<file path="src/rtl/input_buffer_rc_if.sv">
// ----------------------------------------------------------------------------
// input_buffer_rc_if
//   Bundles the upstream link and switch-allocator signals of one router
//   input port.
//
//   Handshake semantics (both directions):
//     Upstream -> buffer : a flit transfers on a clock edge where
//                          valid_in=1 and buf_full=0. buf_full is
//                          registered, so upstream must hold off while it
//                          is high; a flit offered while full is dropped.
//     Buffer -> allocator: the head flit transfers on a clock edge where
//                          valid_out=1 and ready=1. ready with valid_out=0
//                          has no effect.
//
//   Signals:
//     valid_in, data_in   upstream flit and its valid
//     buf_full            backpressure to upstream
//     ready               allocator grant; pops the head flit
//     valid_out, data_out head flit and its valid
//     label               XY route label of the head flit
//     flit_cnt            accepted (non-null) flit counter
//
//   Modports:
//     master : the router side (upstream link + allocator) driving the buffer
//     slave  : the input buffer itself
// ----------------------------------------------------------------------------
interface input_buffer_rc_if #(
  parameter int DATASIZE = 40
);
  logic                valid_in;
  logic [DATASIZE-1:0] data_in;
  logic                buf_full;
  logic                ready;
  logic                valid_out;
  logic [DATASIZE-1:0] data_out;
  logic [3:0]          label;
  logic [15:0]         flit_cnt;

  modport master (
    output valid_in, data_in, ready,
    input  buf_full, valid_out, data_out, label, flit_cnt
  );

  modport slave (
    input  valid_in, data_in, ready,
    output buf_full, valid_out, data_out, label, flit_cnt
  );
endinterface

</file>
<file path="src/rtl/input_buffer_rc.sv">
// ----------------------------------------------------------------------------
// input_buffer_rc
//   Per-direction input stage of the router. Incoming flits are stored in a
//   small FIFO together with their XY route label, which is computed from the
//   flit's destination at enqueue time. The head flit, its label and a valid
//   are presented to the switch allocator; the head is popped on ready.
//
//   Ports:
//     clk   router clock
//     rst   asynchronous, active-high reset
//     bus   input_buffer_rc_if.slave (valid_in/data_in/buf_full upstream,
//           ready/valid_out/data_out/label toward the allocator, flit_cnt)
//
//   Parameters:
//     DATASIZE  flit width; src[39:36] dst[35:32] ts[31:24] data[23:2] type[1:0]
//     DEPTH     FIFO entries (power of two, >= 2)
//     CUR_X/Y   coordinates of this router
//
//   Build option:
//     INPUT_BUF_FLITCNT_EN  when defined, flit_cnt counts stored flits
//                           (saturating at 16'hFFFF); otherwise it is 0.
//
//   Label encoding: 0=none 1=L 2=N 3=E 4=S 5=W.
// ----------------------------------------------------------------------------
module input_buffer_rc #(
  parameter int         DATASIZE = 40,
  parameter int         DEPTH    = 4,
  parameter logic [1:0] CUR_X    = 2'd0,
  parameter logic [1:0] CUR_Y    = 2'd0
) (
  input  logic              clk,
  input  logic              rst,
  input_buffer_rc_if.slave  bus
);

  localparam int AW = $clog2(DEPTH);
  localparam int EW = DATASIZE + 4;

  localparam logic [AW-1:0] PTR_ONE  = AW'(1);
  localparam logic [AW:0]   CNT_ONE  = (AW+1)'(1);
  localparam logic [AW:0]   FULL_CNT = (AW+1)'(DEPTH);

  localparam logic [3:0] LBL_L = 4'd1;
  localparam logic [3:0] LBL_N = 4'd2;
  localparam logic [3:0] LBL_E = 4'd3;
  localparam logic [3:0] LBL_S = 4'd4;
  localparam logic [3:0] LBL_W = 4'd5;

  // X-first dimension-ordered routing. Y grows toward S.
  function automatic logic [3:0] xy_label(input logic [3:0] dst);
    logic [1:0] dst_x;
    logic [1:0] dst_y;
    dst_x = dst[3:2];
    dst_y = dst[1:0];
    if (dst_x > CUR_X)      return LBL_E;
    else if (dst_x < CUR_X) return LBL_W;
    else if (dst_y > CUR_Y) return LBL_S;
    else if (dst_y < CUR_Y) return LBL_N;
    else                    return LBL_L;
  endfunction

  // --------------------------------------------------------------------------
  // State
  // --------------------------------------------------------------------------
  logic [AW-1:0] wr_ptr_q, wr_ptr_d;
  logic [AW-1:0] rd_ptr_q, rd_ptr_d;
  logic [AW:0]   count_q,  count_d;
  logic          buf_full_q, buf_full_d;
  logic [EW-1:0] mem_q [DEPTH];

  // --------------------------------------------------------------------------
  // Enqueue side
  // --------------------------------------------------------------------------
  logic [3:0] label_in;
  logic       push;
  logic       store;
  logic       pop;
  logic       valid_out;

  assign label_in = xy_label(bus.data_in[DATASIZE-5:DATASIZE-8]);

  // A push is consumed whenever the port is not full; null flits
  // (type==2'b00) are consumed without occupying an entry.
  assign push  = bus.valid_in && !buf_full_q;
  assign store = push && (bus.data_in[1:0] != 2'b00);

  assign valid_out = (count_q != '0);
  assign pop       = valid_out && bus.ready;

  always_comb begin
    wr_ptr_d   = wr_ptr_q;
    rd_ptr_d   = rd_ptr_q;
    count_d    = count_q;
    if (store) wr_ptr_d = wr_ptr_q + PTR_ONE;
    if (pop)   rd_ptr_d = rd_ptr_q + PTR_ONE;
    case ({store, pop})
      2'b10:   count_d = count_q + CNT_ONE;
      2'b01:   count_d = count_q - CNT_ONE;
      default: count_d = count_q;
    endcase
    // Full is registered from the next count, so a pop while full only
    // opens the port on the following cycle.
    buf_full_d = (count_d == FULL_CNT);
  end

  always_ff @(posedge clk or posedge rst) begin
    if (rst) begin
      wr_ptr_q   <= '0;
      rd_ptr_q   <= '0;
      count_q    <= '0;
      buf_full_q <= 1'b0;
    end else begin
      wr_ptr_q   <= wr_ptr_d;
      rd_ptr_q   <= rd_ptr_d;
      count_q    <= count_d;
      buf_full_q <= buf_full_d;
    end
  end

  // Storage is not reset; the count alone decides which entries are live.
  always_ff @(posedge clk) begin
    if (store) mem_q[wr_ptr_q] <= {label_in, bus.data_in};
  end

  // --------------------------------------------------------------------------
  // Dequeue side: combinational head read, forced to 0 when empty so that
  // an asynchronous reset clears data_out/label immediately.
  // --------------------------------------------------------------------------
  logic [EW-1:0] head;

  always_comb begin
    head = '0;
    if (valid_out) head = mem_q[rd_ptr_q];
  end

  assign bus.valid_out = valid_out;
  assign bus.buf_full  = buf_full_q;
  assign bus.data_out  = head[DATASIZE-1:0];
  assign bus.label     = head[EW-1:DATASIZE];

  // --------------------------------------------------------------------------
  // Accepted-flit counter
  // --------------------------------------------------------------------------
`ifdef INPUT_BUF_FLITCNT_EN
  logic [15:0] flit_cnt_q, flit_cnt_d;

  always_comb begin
    flit_cnt_d = flit_cnt_q;
    if (store && (flit_cnt_q != 16'hFFFF)) flit_cnt_d = flit_cnt_q + 16'd1;
  end

  always_ff @(posedge clk or posedge rst) begin
    if (rst) flit_cnt_q <= 16'd0;
    else     flit_cnt_q <= flit_cnt_d;
  end

  assign bus.flit_cnt = flit_cnt_q;
`else
  assign bus.flit_cnt = 16'd0;
`endif

endmodule

</file>
<file path="src/flat_wrapper.sv">
// flat-port wrapper written by rule: the top's interface ports become plain ports
module input_buffer_rc_flat 
#(
  parameter int         DATASIZE = 40,
  parameter int         DEPTH    = 4,
  parameter logic [1:0] CUR_X    = 2'd0,
  parameter logic [1:0] CUR_Y    = 2'd0
)
  (clk, rst, bus_valid_in, bus_data_in, bus_ready, bus_buf_full, bus_valid_out, bus_data_out, bus_label, bus_flit_cnt);
  input_buffer_rc_if #(.DATASIZE(DATASIZE)) bus_i ();
  input  logic clk;
  input  logic rst;
  input wire logic [$bits(bus_i.valid_in)-1:0] bus_valid_in;
  input wire logic [$bits(bus_i.data_in)-1:0] bus_data_in;
  input wire logic [$bits(bus_i.ready)-1:0] bus_ready;
  output wire logic [$bits(bus_i.buf_full)-1:0] bus_buf_full;
  output wire logic [$bits(bus_i.valid_out)-1:0] bus_valid_out;
  output wire logic [$bits(bus_i.data_out)-1:0] bus_data_out;
  output wire logic [$bits(bus_i.label)-1:0] bus_label;
  output wire logic [$bits(bus_i.flit_cnt)-1:0] bus_flit_cnt;
  assign bus_i.valid_in = bus_valid_in;
  assign bus_i.data_in = bus_data_in;
  assign bus_i.ready = bus_ready;
  assign bus_buf_full = bus_i.buf_full;
  assign bus_valid_out = bus_i.valid_out;
  assign bus_data_out = bus_i.data_out;
  assign bus_label = bus_i.label;
  assign bus_flit_cnt = bus_i.flit_cnt;
  input_buffer_rc #(.DATASIZE(DATASIZE), .DEPTH(DEPTH), .CUR_X(CUR_X), .CUR_Y(CUR_Y)) u_core (.clk(clk), .rst(rst), .bus(bus_i));
endmodule
</file>
<file path="config.mk">
export PLATFORM = sky130hd
export DESIGN_NAME = input_buffer_rc_flat
export DESIGN_NICKNAME = d
export VERILOG_FILES = /design/src/rtl/input_buffer_rc_if.sv /design/src/rtl/input_buffer_rc.sv /design/src/flat_wrapper.sv
export SDC_FILE = /design/constraint.sdc
export NUM_CORES = 1
export LEC_CHECK = 0
export ABC_AREA = 1
export BUFFER_PORTS_ARGS = -buffer_cell sky130_fd_sc_hd__buf_2
export CORE_ASPECT_RATIO = 0.9
export CORE_MARGIN = 4
export CORE_UTILIZATION = 30
export DETAILED_ROUTE_END_ITERATION = 10
export HOLD_SLACK_MARGIN = 0.15
export PLACE_DENSITY = 0.49
export SLEW_MARGIN = 15
export SYNTH_ARGS = -nofsm -noshare
export SYNTH_HDL_FRONTEND = slang
export SYNTH_SLANG_ARGS = --single-unit
</file>
<file path="constraint.sdc">
create_clock -name clk -period 2.65 [get_ports clk]
set_input_delay 0.3975 -clock clk [delete_from_list [all_inputs] [get_ports clk]]
set_output_delay 0.3975 -clock clk [all_outputs]
set_load 0.005 [all_outputs]
</file>
==> results.yml <==
outcome:
  status: "complete, no violations"
die:
  die_h_um: 156
  start_util_pct: 30.9
  core-area_um2: 23600
  fp.dieW_um: 172
  pin_count: 106
  die_area_um2: 26800
  row_count: 53
critical_path:
  crit_buf_inv: 2
  crit_required_ns: 2.25
  cpMaxStageDelayCell: "dfrtp_4"
  worstPathMaxFanout: 28
  setup.worst_path.end_class: "primary output"
  worstPathCellList: "buf_4 > nor2_1 > nor2_1 > o21ai_0 > a21oi_1 > buf_2"
  slowest_delay_ns: 0.60
  arrival_ns: 2.07
  rr_startpoint: "u_core.count_q[0]"
  crit_top_cell: "nor2_1"
  criticalPathCategory: "reg2out"
  critPathLaunchType: "flop"
  path_delay_family: "flip-flops"
  cp-startpoint: "u_core.rd_ptr_q[0]"
pwr:
  seq_power_share_pct: 39.6
  p_comb_share_pct: 35.3
  p_int_mw: 6.24
  leakage_nw: 3.12
  p_switching_mw: 3.37
  switching_share_pct: 35.0
  finalPower_mw: 9.61
  clockPowerShare_pct: 25.1
  power_density_nw_per_um2: 1110
  irDropWorstVdd_v: 0.000511
drt:
  vias: 4561
  viasPerCell: 4.58
  ant_nets: 0
  drt_iter0_drc: 251
  drt-total-wl_mm: 16.5
  wire_per_inst_um: 16.6
  drt_first_pass_iters: 4
  route.detailed.drc: 0
finish:
  layout_common_cells: "nor2_1, edfxtp_1, buf_2, o21ai_0, a21oi_1"
  antenna_cells: 0
  synthToLayoutAreaGrowth_pct: 18.6
  nets: 730
  drive_above_1_share_pct: 20.9
  final_common_cell: "nor2_1"
  post-route-util_pct: 36.6
global_routing:
  grt_remaining_overflow: 0
  grt_pass1_wl_mm: 25.6
  grt_max_degree: 57
  first_global_vias: 4601
  grt_antenna_before_repair: 0
  grt_usage_pct: 12.6
logic_synthesis:
  yosys_register_bits: 180
  syn_avg_cell_area_um2: 12.4
  synth-adder-area-share_pct: 1.13
  synth.mux.area_fraction_pct: 0
  syn_area_um2: 7280
  synth_cell_types: 24
  synth-simple-area-share_pct: 10.3
  synth_top_family_by_area: "simple AND/OR/NAND/NOR gates"
  ys_seq_area_share_pct: 73.7
  syn_inst: 588
  synth_compound_area_share_pct: 9.26
  synth_xor_area_share_pct: 0.240
  ys_warn_count: 0
placement:
  io_buffers: 88
  dp_hpwl_mm: 10.1
  place_congestion: 0.712
clock_tree:
  clk_pin_slew_worst_paths_ns: 0.06
  cts_tree: "built"
  htreeDepth: 4
  root_buffer: "clkbuf_16"
  cts_sinks: 180
  clock_latency_ns: 0.42
  cts_max_path_buffers: 2
  numCtsBuffers: 17
  post_cts_resized: 0
sta:
  worst_pin_slew_ns: 0.982
  rsz0062_at_grt: "false"
  max_clock_freq_ghz: 0.405
  period_needed_ns: 2.47
  setup_viol_count_final: 0
  slew_headroom_pct: 34.5
  drv_slew: 0
  post-route-period-util_pct: 93.2
  clock_skew_ns: 0.00682
  final-hold-violation-count: 0
min_path:
  hold_class: "in2reg"
  min_from: "bus_data_in[37]"
job:
  cap_violations: 0
## sequential cells by signal (all words and copies together) (netlist names)
signal and flops:
u_core.count_q 3, u_core.rd_ptr_q 2, u_core.mem_q 172, u_core.bus.buf_full 1, u_core.wr_ptr_q 2
## power groups by stage
stage | combinational, mW | clock (mW) | sequential [mW]
2_1_floorplan | 2.15 | 0 | 3.80
3_3_place_gp | 3.38 | 0 | 3.88
3_5_place_dp | 3.42 | 0 | 3.89
4_1_cts | 3.44 | 2.48 | 3.83
5_1_grt | 3.87 | 2.60 | 3.84
6_report | 3.40 | 2.41 | 3.80
## worst register-to-register path, cell delays in order, from the launching register on
cell	delay, ns
dfrtp_1	0.38
inv_1	0.13
nand3_2	0.15
nand2_1	0.17
inv_1	0.09
ha_1	0.21
inv_1	0.08
fa_1	0.41
nand2_1	0.07
o21ai_0	0.10
nand3_1	0.09
a21oi_1	0.04
## final timing paths
check / to / slack (ns) / cells past startpoint
setup / recovery: bus_label[0] / 0.18 / 6
setup reg to reg: u_core.bus.buf_full / 0.60 / 11
max in group asynchronous: u_core.rd_ptr_q[0] / 1.90 / 3
hold / removal: u_core.mem_q[2][37] / 0.19 / 1
min in group asynchronous: u_core.bus.buf_full / 0.48 / 3
hold reg to reg: u_core.count_q[2] / 0.50 / 2
## cell type report
type                            count  area, um^2
Timing Repair Buffer              106         632
Fill cell                        2277       15000
Multi-Input combinational cell    355        1620
Tap cell                          302         378
Inverter                           20        77.6
Clock buffer                       17         425
Clock inverter                     15         140
Sequential cell                   180        5370
## synthesized netlist by cell type, drive strengths merged
cell	n	area, um^2
dfrtp	8	200
nand2	10	37.5
nor2	180	676
buf	36	264
a21oi	45	225
clkinv	1	3.75
ha	5	62.6
nand3	4	25.0
xor2	2	17.5
or2	1	6.26
edfxtp	172	5160
nand4	1	6.26
inv	19	73.8
conb	1	3.75
o21ai	89	449
clkbuf	13	48.8
fa	1	20.0
## kinds of logic (layout without fill, tap and decap cells)
group	count (synthesis)	count (layout)
buffers and inverters	69	158
AND/OR/NAND/NOR	196	196
XOR/XNOR	2	2
other	1	17
AO/OA/AOI/OAI	134	134
adder cells (fa/ha/maj)	6	6
flip-flops	180	180
## through the flow
| stage | area (um^2) | TNS (ns) | instances | hold WS [ns] | setup slack, ns |
|---|---|---|---|---|---|
| 2_1_floorplan | 7340 | -44.70 | 604 | 0.213 | -0.262 |
| 3_3_place_gp | 8060 | 0 | 961 | 0.376 | 0.548 |
| 3_5_place_dp | 8060 | 0 | 961 | 0.381 | 0.510 |
| 4_1_cts | 8630 | 0 | 994 | 0.166 | 0.0360 |
| 5_1_grt | 8640 | 0 | 995 | 0.165 | 0.00310 |
| 6_report | 8640 | 0 | 995 | 0.194 | 0.180 |
## per-layer routing
metal	vias to the layer above	global-route usage [%]	part of all wire (%)
met5	-	0	0
met4	0	2.92	0.44
met3	7	3.72	6.5
met2	144	21.2	49
met1	2211	16.0	44
li1	2199	-	-
## timing repair
action                     in CTS  in global routing
setup buffers                   0                  1
setup endpoints to repair       0                 15
hold buffers                    1                  0
hold endpoints to repair        8                  0
Power figures use the tool's default switching activity.
